==> src/rtl/sc_intc.sv <==
// sc_intc: N-channel vectored interrupt controller in front of a CPU that
// has a single intr/inta pair. Each channel has a mask bit and an edge/level
// mode bit. Fixed priority has channel 0 highest. Rotating priority starts
// its search one past the last channel served. The chosen channel is held
// in REQ until the CPU acknowledges, and then in SERV until eret.
//
// Ports:
//   clk, clr    clock; synchronous active-high reset
//   irq         device requests, already synchronous to clk
//   we/addr     register write strobe and select
//                 0 MASK, 1 MODE, 2 PEND (W1C on edge channels), 3 STATUS
//   wdata       write data; the low NCH bits are used
//   rdata       combinational read of the register selected by addr
//   intr        interrupt request to the CPU
//   inta        acknowledge from the CPU
//   eret        end-of-interrupt pulse from the CPU
//   vector      handler address VEC_BASE + cur_id * VEC_STRIDE
//   in_service  high from acknowledge until eret
module sc_intc #(
    parameter int unsigned     NCH        = 8,
    parameter int unsigned     ROTATE     = 0,
    parameter logic [NCH-1:0]  MODE_RST   = '1,
    parameter logic [31:0]     VEC_BASE   = 32'h0000_0008,
    parameter logic [31:0]     VEC_STRIDE = 32'd4
) (
    input  logic           clk,
    input  logic           clr,
    input  logic [NCH-1:0] irq,
    input  logic           we,
    input  logic [1:0]     addr,
    input  logic [31:0]    wdata,
    output logic [31:0]    rdata,
    output logic           intr,
    input  logic           inta,
    input  logic           eret,
    output logic [31:0]    vector,
    output logic           in_service
);

    typedef enum logic [1:0] {IDLE, REQ, SERV} state_t;

    localparam logic [NCH-1:0] ONE  = {{(NCH-1){1'b0}}, 1'b1};
    localparam logic [5:0]     NCH6 = 6'(NCH);

    state_t         state_q, state_d;
    logic [NCH-1:0] mask_q, mode_q, pend_q, irq_d;
    logic [4:0]     cur_id_q, cur_id_d, ptr_q, ptr_d;

    logic [NCH-1:0]   rise, pend_view, eligible, wr_clr, ack_clr;
    logic [2*NCH-1:0] dbl;
    logic [NCH-1:0]   rotated;
    logic [4:0]       start, off, winner;
    logic [5:0]       sum;
    logic             found, ack;
    logic             unused_bits;

    // Edge channels report the latched pending bit. Level channels report
    // the live request line.
    assign rise      = irq & ~irq_d;
    assign pend_view = (pend_q & mode_q) | (irq & ~mode_q);
    assign eligible  = pend_view & mask_q;

    assign ack     = (state_q == REQ) && inta;
    assign wr_clr  = (we && addr == 2'd2) ? wdata[NCH-1:0] : '0;
    assign ack_clr = ack ? (ONE << cur_id_q) : '0;

    assign intr       = (state_q == REQ);
    assign in_service = (state_q == SERV);
    assign vector     = VEC_BASE + 32'(cur_id_q) * VEC_STRIDE;

    // Parity sink for bits that are not otherwise used.
    assign unused_bits = ^{wdata, dbl};

    // Rotate the eligible set so that the search start sits at bit 0. Take
    // the lowest set bit, then map it back to a channel number modulo NCH.
    always_comb begin
        start = 5'd0;
        if (ROTATE != 0) start = ptr_q;
        dbl     = {eligible, eligible} >> start;
        rotated = dbl[NCH-1:0];
        found   = 1'b0;
        off     = 5'd0;
        for (int unsigned k = 0; k < NCH; k++) begin
            if (!found && rotated[k]) begin
                found = 1'b1;
                off   = 5'(k);
            end
        end
        sum    = {1'b0, start} + {1'b0, off};
        winner = (sum >= NCH6) ? 5'(sum - NCH6) : sum[4:0];
    end

    always_comb begin
        state_d  = state_q;
        cur_id_d = cur_id_q;
        ptr_d    = ptr_q;
        unique case (state_q)
            IDLE: if (|eligible) begin
                state_d  = REQ;
                cur_id_d = winner;
            end
            REQ:  if (inta) state_d = SERV;
            SERV: if (eret) begin
                state_d = IDLE;
                ptr_d   = ({1'b0, cur_id_q} == NCH6 - 6'd1) ? 5'd0 : cur_id_q + 5'd1;
            end
            default: state_d = IDLE;
        endcase
    end

    always_ff @(posedge clk) begin
        if (clr) begin
            state_q  <= IDLE;
            mask_q   <= '0;
            mode_q   <= MODE_RST;
            pend_q   <= '0;
            irq_d    <= '0;
            cur_id_q <= '0;
            ptr_q    <= '0;
        end else begin
            state_q  <= state_d;
            cur_id_q <= cur_id_d;
            ptr_q    <= ptr_d;
            irq_d    <= irq;
            if (we && addr == 2'd0) mask_q <= wdata[NCH-1:0];
            if (we && addr == 2'd1) mode_q <= wdata[NCH-1:0];
            // When a set and a clear hit the same bit, the set wins. The
            // register only holds edge channels; level bits stay at zero.
            pend_q <= ((pend_q & ~(wr_clr | ack_clr)) | rise) & mode_q;
        end
    end

    always_comb begin
        rdata = '0;
        unique case (addr)
            2'd0: rdata[NCH-1:0] = mask_q;
            2'd1: rdata[NCH-1:0] = mode_q;
            2'd2: rdata[NCH-1:0] = pend_view;
            default: begin
                rdata[31]  = in_service;
                rdata[30]  = intr;
                rdata[4:0] = cur_id_q;
            end
        endcase
    end

endmodule
==> config.mk <==
export PLATFORM = sky130hd
export DESIGN_NAME = sc_intc
export DESIGN_NICKNAME = d
export VERILOG_FILES = /design/src/rtl/sc_intc.sv
export SDC_FILE = /design/constraint.sdc
export NUM_CORES = 1
export LEC_CHECK = 0
export CAP_MARGIN = 20
export CORE_ASPECT_RATIO = 0.6
export CORE_MARGIN = 2
export CORE_UTILIZATION = 38
export CTS_BUF_LIST = sky130_fd_sc_hd__clkbuf_4 sky130_fd_sc_hd__clkbuf_8
export DETAILED_ROUTE_END_ITERATION = 7
export GPL_TIMING_DRIVEN = 0
export PLACE_DENSITY = 0.84
export SLEW_MARGIN = 20
export SYNTH_ARGS = -nofsm -noshare
export SYNTH_HDL_FRONTEND = slang
export SYNTH_SLANG_ARGS = --single-unit
==> constraint.sdc <==
create_clock -name clk -period 1.3 [get_ports clk]
set_input_delay 0.26 -clock clk [delete_from_list [all_inputs] [get_ports clk]]
set_output_delay 0.26 -clock clk [all_outputs]
set_load 0.1 [all_outputs]
==> reports/qor.yml, run 1 <==
timing:
  setup_viol: 22
  tightest_slew_ns: 0.7253
  holdWs_ns: 0.3406
  post-route-worst-setup-slack_ns: -0.6019
  timing.fmax_mhz: 525.8
  post-route-period-util: 1.463
  finalMaxSlewViolations: 0
  fin_skew_ns: 0.003381
  tns_ns: -4.819
  slew_headroom: 0.5165
  post-route-min-period_ns: 1.902
  rsz0062_at_grt: "true"
  hold_viol_final: 0
placed_design:
  gp_congestion: 0.8882
  dp_slack_ns: -1.633
  dpl.hpwl_mm: 4.629
  place_area_sq_mm: 0.003089
  port-buffer-count: 37
floorplan:
  die_w_um: 104.8
  initial_core_util: 0.4043
  rows: 21
  coreArea_sq_mm: 0.005728
  ios: 113
  die_h_um: 64.47
  fp.dieArea_sq_mm: 0.006755
yosys:
  synth_mux_area_frac: 0.1053
  synth_top_family_by_area: "simple AND/OR/NAND/NOR gates"
  netlist-cell-type-count: 46
  syn_area_sq_mm: 0.002316
  synthXorXnorAreaFrac: 0
  synthSimpleGateAreaFrac: 0.2139
  synth_compound_area_frac: 0.1583
  seq_area_frac_synth: 0.3198
  postSynthCellCount: 262
  avgSynthCellArea_sq_um: 8.840
  yosys_warnings: 0
  synthAdderAreaFrac: 0.005402
  ys_ff_latch: 37
setup_path:
  cpMaxStageDelayCell: "mux4_2"
  startpoint_type: "flip-flop"
  cp_slowest_stage_delay_ns: 0.50
  cpLargestDelayFamily: "multiplexers"
  critPathArrivalTime_ns: 1.64
  setup.worst_path.end_class: "primary output"
  path_max_fanout: 2
  crit_buf_inv: 1
  required_ns: 1.04
  crit_chain: "mux2_4 > mux4_2 > buf_12"
  criticalPathCategory: "reg2out"
power_and_ir_drop:
  p_leak_nw: 1.676
  powerDensity_mw_per_mm2: 1082
  ir_worst_vdd_mv: 0.5548
hold_path:
  worstHoldPathType: "in2reg"
final_layout:
  postLayoutCoreUtil: 0.6429
  fin_area_sq_mm: 0.003682
  area.growth.synth_to_final_pct: 59.00
  multiInputGateArea_sq_mm: 0.001573
  drive_gt1_frac: 0.4572
  nets: 421
  regArea_sq_um: 765.7
  fillers: 489
  diodes: 0
routing:
  vias: 2103
  wire_per_inst_um: 14.25
  first_iter_violations: 62
  viasPerCell: 4.632
  drc: 0
  detail-route-antenna-nets: 0
  finalWirelength_mm: 6.471
  drtPass1Iterations: 4
clock_tree:
  cts_buffer_depth: 2
  cts_root_buf: "clkbuf_8"
  numCtsBuffers: 5
  cts.clk_slew.worst_paths_ns: 0.07
  cts.sinks: 37
  h-tree-depth: 2
  cts_tree: "built"
  clock_latency_ns: 0.30
outcome:
  violations: "setup timing"
  status: "complete, but fails checks"
grt:
  grtUsageTotal: 0.1951
  grt_pass1_wl_mm: 10.27
  antenna_found_initial: 0
  grt_max_degree: 14
  grt_pass1_vias: 2115
  grt_overflow: 0
flow_run:
  maxCapViolations: 0
## state kept, by name, indices dropped and copies added, names as in the netlist
signal and count:
state_q 2, irq_d 8, pend_q 8, cur_id_q 3
mode_q 8, mask_q 8
## cell type report
cell class              instances  area share
flip-flops and latches         37      0.2080
clock buffers                   7     0.02616
clock inverters                 1    0.001359
multi-input cells             208      0.4271
inverters                       6    0.006796
repair buffers                 56      0.1801
well taps                      80     0.02718
plain buffers                  59      0.1233
## repair_timing
action                                  in CTS  in global routing
pin swaps                                   14                 13
setup buffers                               14                  5
gates resized for setup                    188                 30
hold buffers                                 0                  0
endpoints found under the setup margin      44                 35
## cells in the mapped netlist (all sizes together)
cell type,number,share of area
and2,8,0.023
nand3b,3,0.0097
nand4,3,0.0081
a221oi,2,0.010
inv,6,0.0097
nand3,1,0.0022
o211a,1,0.0043
and3,2,0.0054
mux2,4,0.024
or2b,3,0.0097
a31o,1,0.0038
a211o,5,0.019
nand2b,10,0.027
ha,1,0.0054
o311ai,2,0.0076
mux4,3,0.029
nand2,25,0.042
and2b,2,0.0076
o21ai,7,0.015
nor3b,1,0.0032
nor2,16,0.026
a21oi,10,0.022
a31oi,1,0.0027
dfxtp,37,0.32
clkbuf,4,0.0065
mux2i,12,0.052
conb,1,0.0016
buf,56,0.18
o22ai,5,0.014
nor2b,15,0.047
a211oi,7,0.036
or2,1,0.0038
o211ai,7,0.025
## worst reg2reg max path: cells and delay by family, from the launching register on
kind                   cells  cell delay (ns)
and+or+nand+nor            2             0.22
muxes                      1             0.30
DFF                        1             0.35
AOI/OAI and AO/OA          2             0.34
buffers and inverters      2             0.24
## cells in the final DEF, fill, tap and decap left out, types with 3 or more instances in the layout
cell	synthesis	final
a211o_1	5	5
a211oi_2	6	7
a21oi_1	10	5
a21oi_2	0	3
and2_1	7	7
buf_12	0	15
buf_4	52	65
buf_6	1	8
clkbuf_1	4	3
clkbuf_8	0	8
clkdlybuf4s50_1	0	10
conb_1	1	50
dfxtp_1	37	23
dfxtp_2	0	11
dfxtp_4	0	3
dlygate4sd2_1	0	8
inv_1	6	5
mux2_4	3	4
mux2i_1	12	8
mux2i_2	0	3
mux4_2	3	3
nand2_1	24	22
nand2b_1	10	10
nand3b_1	3	3
nand4_1	3	3
nor2_1	16	15
nor2b_1	13	8
nor2b_4	2	7
o211ai_1	6	6
o21ai_1	4	3
o22ai_4	0	4
or2b_1	3	3
## cells by family (layout without fill, tap and decap cells)
group | count (synthesis) | in the layout
compound gates | 48 | 48
fa+ha+maj | 1 | 1
buf+inv | 66 | 129
flops | 37 | 37
mux | 19 | 19
other cells | 1 | 50
simple gates | 90 | 90
## metal layers
layer / vias up / GRT usage / routed length, um / part of all wire
met5: - / 0 / 0 / 0
met3: 15 / 0.05936 / 519 / 0.080
met2: 92 / 0.3263 / 3091 / 0.48
met1: 970 / 0.2431 / 2748 / 0.42
li1: 1026 / - / - / -
met4: 0 / 0.06167 / 111 / 0.017
## power breakdown
| group | switching, mW | leakage, nW | internal [mW] |
|---|---|---|---|
| combinational | 1.26 | 1.32 | 0.562 |
| clock | 0.419 | 0.0542 | 0.479 |
| sequential | 0.0678 | 0.305 | 1.20 |
| total | 1.74 | 1.68 | 2.24 |
## per-stage QoR
step	total power [mW]	instances
finish	3.984	454
detailed placement	2.875	428
global placement	2.856	428
global route	4.117	454
floorplan	2.638	311
CTS	3.912	449
## final timing paths
kind             start         end  slack, ns  cells past startpoint
max          mode_q[1]    rdata[1]      -0.60                      3
min                clr    irq_d[1]       0.34                      2
max reg2reg  mode_q[1]  state_q[0]      -0.31                      7
min reg2reg  pend_q[2]   pend_q[2]       0.49                      2
Note: power is estimated with default switching activity, not from simulation.
==> inputs of run 2 (changes only) <==
Settings changed: CAP_MARGIN 20 to 0, GPL_TIMING_DRIVEN 0 to unset.
==> reports/qor.yml, run 2 (synthesis gave the netlist of run 1 again) <==
timing:
  hold_viol_final: 0  # unchanged
  finalMaxSlewViolations: 0  # unchanged
  holdWs_ns: 0.3698  # +0.02927 ns
  timing.fmax_mhz: 525.7  # about the same
  post-route-min-period_ns: 1.902  # +0.0002430 ns
  post-route-period-util: 1.463  # about the same
  setup_viol: 24  # +9.1%
  post-route-worst-setup-slack_ns: -0.6021  # -0.0002430 ns
  rsz0062_at_grt: "true"
  fin_skew_ns: 0.005536  # +0.002155 ns
floorplan:
  die_h_um: 64.47  # unchanged
  die_w_um: 104.8  # unchanged
  coreArea_sq_mm: 0.005728  # unchanged
  initial_core_util: 0.4043  # unchanged
  ios: 113  # unchanged
  fp.dieArea_sq_mm: 0.006755  # unchanged
  rows: 21  # unchanged
clock_tree:
  cts_root_buf: "clkbuf_8"
  h-tree-depth: 2  # unchanged
  cts.sinks: 37  # unchanged
  cts.clk_slew.worst_paths_ns: 0.07  # about the same
  cts_buffer_depth: 2  # unchanged
  clock_latency_ns: 0.30  # about the same
  numCtsBuffers: 5  # unchanged
  cts_tree: "built"
  ctsHoldBuffers: 0  # unchanged
grt:
  grtUsageTotal: 0.1990  # +0.003980
  antenna_found_initial: 0  # unchanged
  grt_max_degree: 35  # +21
  grt_pass1_wl_mm: 10.52  # +2.3%
  grt_pass1_vias: 2042  # -3.5%
  grt_overflow: 0  # unchanged
routing:
  drc: 0  # unchanged
  viasPerCell: 4.692  # +1.3%
  finalWirelength_mm: 6.693  # +3.4%
  wire_per_inst_um: 15.28  # +7.2%
  vias: 2055  # -2.3%
  detail-route-antenna-nets: 0  # unchanged
  first_iter_violations: 97  # +56%
  drtPass1Iterations: 4  # unchanged
setup_path:
  path_max_fanout: 2  # unchanged
  setup.worst_path.end_class: "primary output"
  criticalPathCategory: "reg2out"
  startpoint_type: "flip-flop"
  required_ns: 1.04  # about the same
  critPathArrivalTime_ns: 1.64  # about the same
hold_path:
  worstHoldPathType: "in2reg"
final_layout:
  fin_area_sq_mm: 0.003662  # -0.54%
  nets: 405  # -3.8%
  final_common_cell: "conb_1"
  drive_gt1_frac: 0.4358  # -0.02147
  fillers: 466  # -4.7%
  diodes: 0  # unchanged
  final_cells: 438  # -3.5%
  mostFrequentLayoutCells: "conb_1 (50), buf_4 (43), dfxtp_1 (26), nand2_1 (22), buf_12 (19)"
  postLayoutCoreUtil: 0.6394  # -0.003495
  area.growth.synth_to_final_pct: 58.13
placed_design:
  placedCellCount: 420  # -1.9%
  port-buffer-count: 38  # +2.7%
  dpl.hpwl_mm: 4.758  # +2.8%
  gp_congestion: 0.9439  # +6.3%
  place_area_sq_mm: 0.003229  # +4.5%
power_and_ir_drop:
  ir_worst_vdd_mv: 0.5287  # -4.7%
  p_leak_nw: 1.614  # -3.7%
  powerDensity_mw_per_mm2: 1069  # -1.2%
outcome:
  violations: "setup timing"
  status: "complete, but fails checks"
flow_run:
  maxCapViolations: 0  # unchanged
-- run 2: cell types whose count changed in the layout (fill, tap and decap cells not counted), sizes merged --
cell and change:
and2 +1, clkbuf -6, buf -13, dlygate4sd2 -1, clkinv +1, dlymetal6s2s +1, clkdlybuf4s50 +1
-- run 2: final timing paths --
| check | to | start | slack [ns] | cells after the start |
|---|---|---|---|---|
| setup / recovery | rdata[1] | mode_q[1] | -0.60 | 3 |
| hold / removal | irq_d[4] | irq[4] | 0.37 | 2 |
| setup reg to reg | cur_id_q[1] | mode_q[1] | -0.33 | 7 |
| hold reg to reg | pend_q[2] | irq_d[2] | 0.48 | 2 |
-- run 2: area by class of cell --
class                           count  area, sq um  share of cell area
Tap cell                           80        100.1             0.02733
Clock inverter                      2        10.01            0.002733
Inverter                            6        25.02            0.006833
Sequential cell                    37        754.5              0.2060
Multi-Input combinational cell    209         1629              0.4448
Clock buffer                        6        76.32             0.02084
Timing Repair Buffer               98         1067              0.2914
-- run 2: power by group --
group          internal, mW  switching, mW  leakage (nW)
sequential             1.20         0.0460         0.303
clock                 0.392          0.417        0.0484
combinational         0.561           1.29          1.26
-- run 2: critical path, cell delays in order, from the launching register on --
cell and delay, ns:
dfxtp_2 0.34, mux2_4 0.30, mux4_2 0.50, buf_12 0.19
-- run 2: stage by stage --
step / setup slack (ns) / total power, mW / TNS (ns)
6_report: -0.6021 / 3.913 / -5.270
2_1_floorplan: -0.4412 / 2.638 / -5.586
5_1_grt: -0.6224 / 4.056 / -6.152
3_5_place_dp: -0.6440 / 2.992 / -20.93
4_1_cts: -0.5904 / 3.869 / -5.077
3_3_place_gp: -0.6077 / 2.972 / -19.97
-- run 2: what timing repair did --
| item | 4_1_cts | 5_1_grt |
|---|---|---|
| buffers inserted | 4 | 6 |
| gates cloned | 0 | 1 |
| endpoints found under the setup margin | 43 | 31 |
| pin swaps | 19 | 20 |
| gates resized for setup | 62 | 21 |
| endpoints found under the hold margin | 0 | 0 |
-- run 2: layer usage --
metal,track usage,vias up,share of wire
met5,0,-,0
met2,0.3190,74,0.48
li1,-,999,-
met4,0.06000,0,0.014
met1,0.2611,972,0.43
met3,0.05835,10,0.079
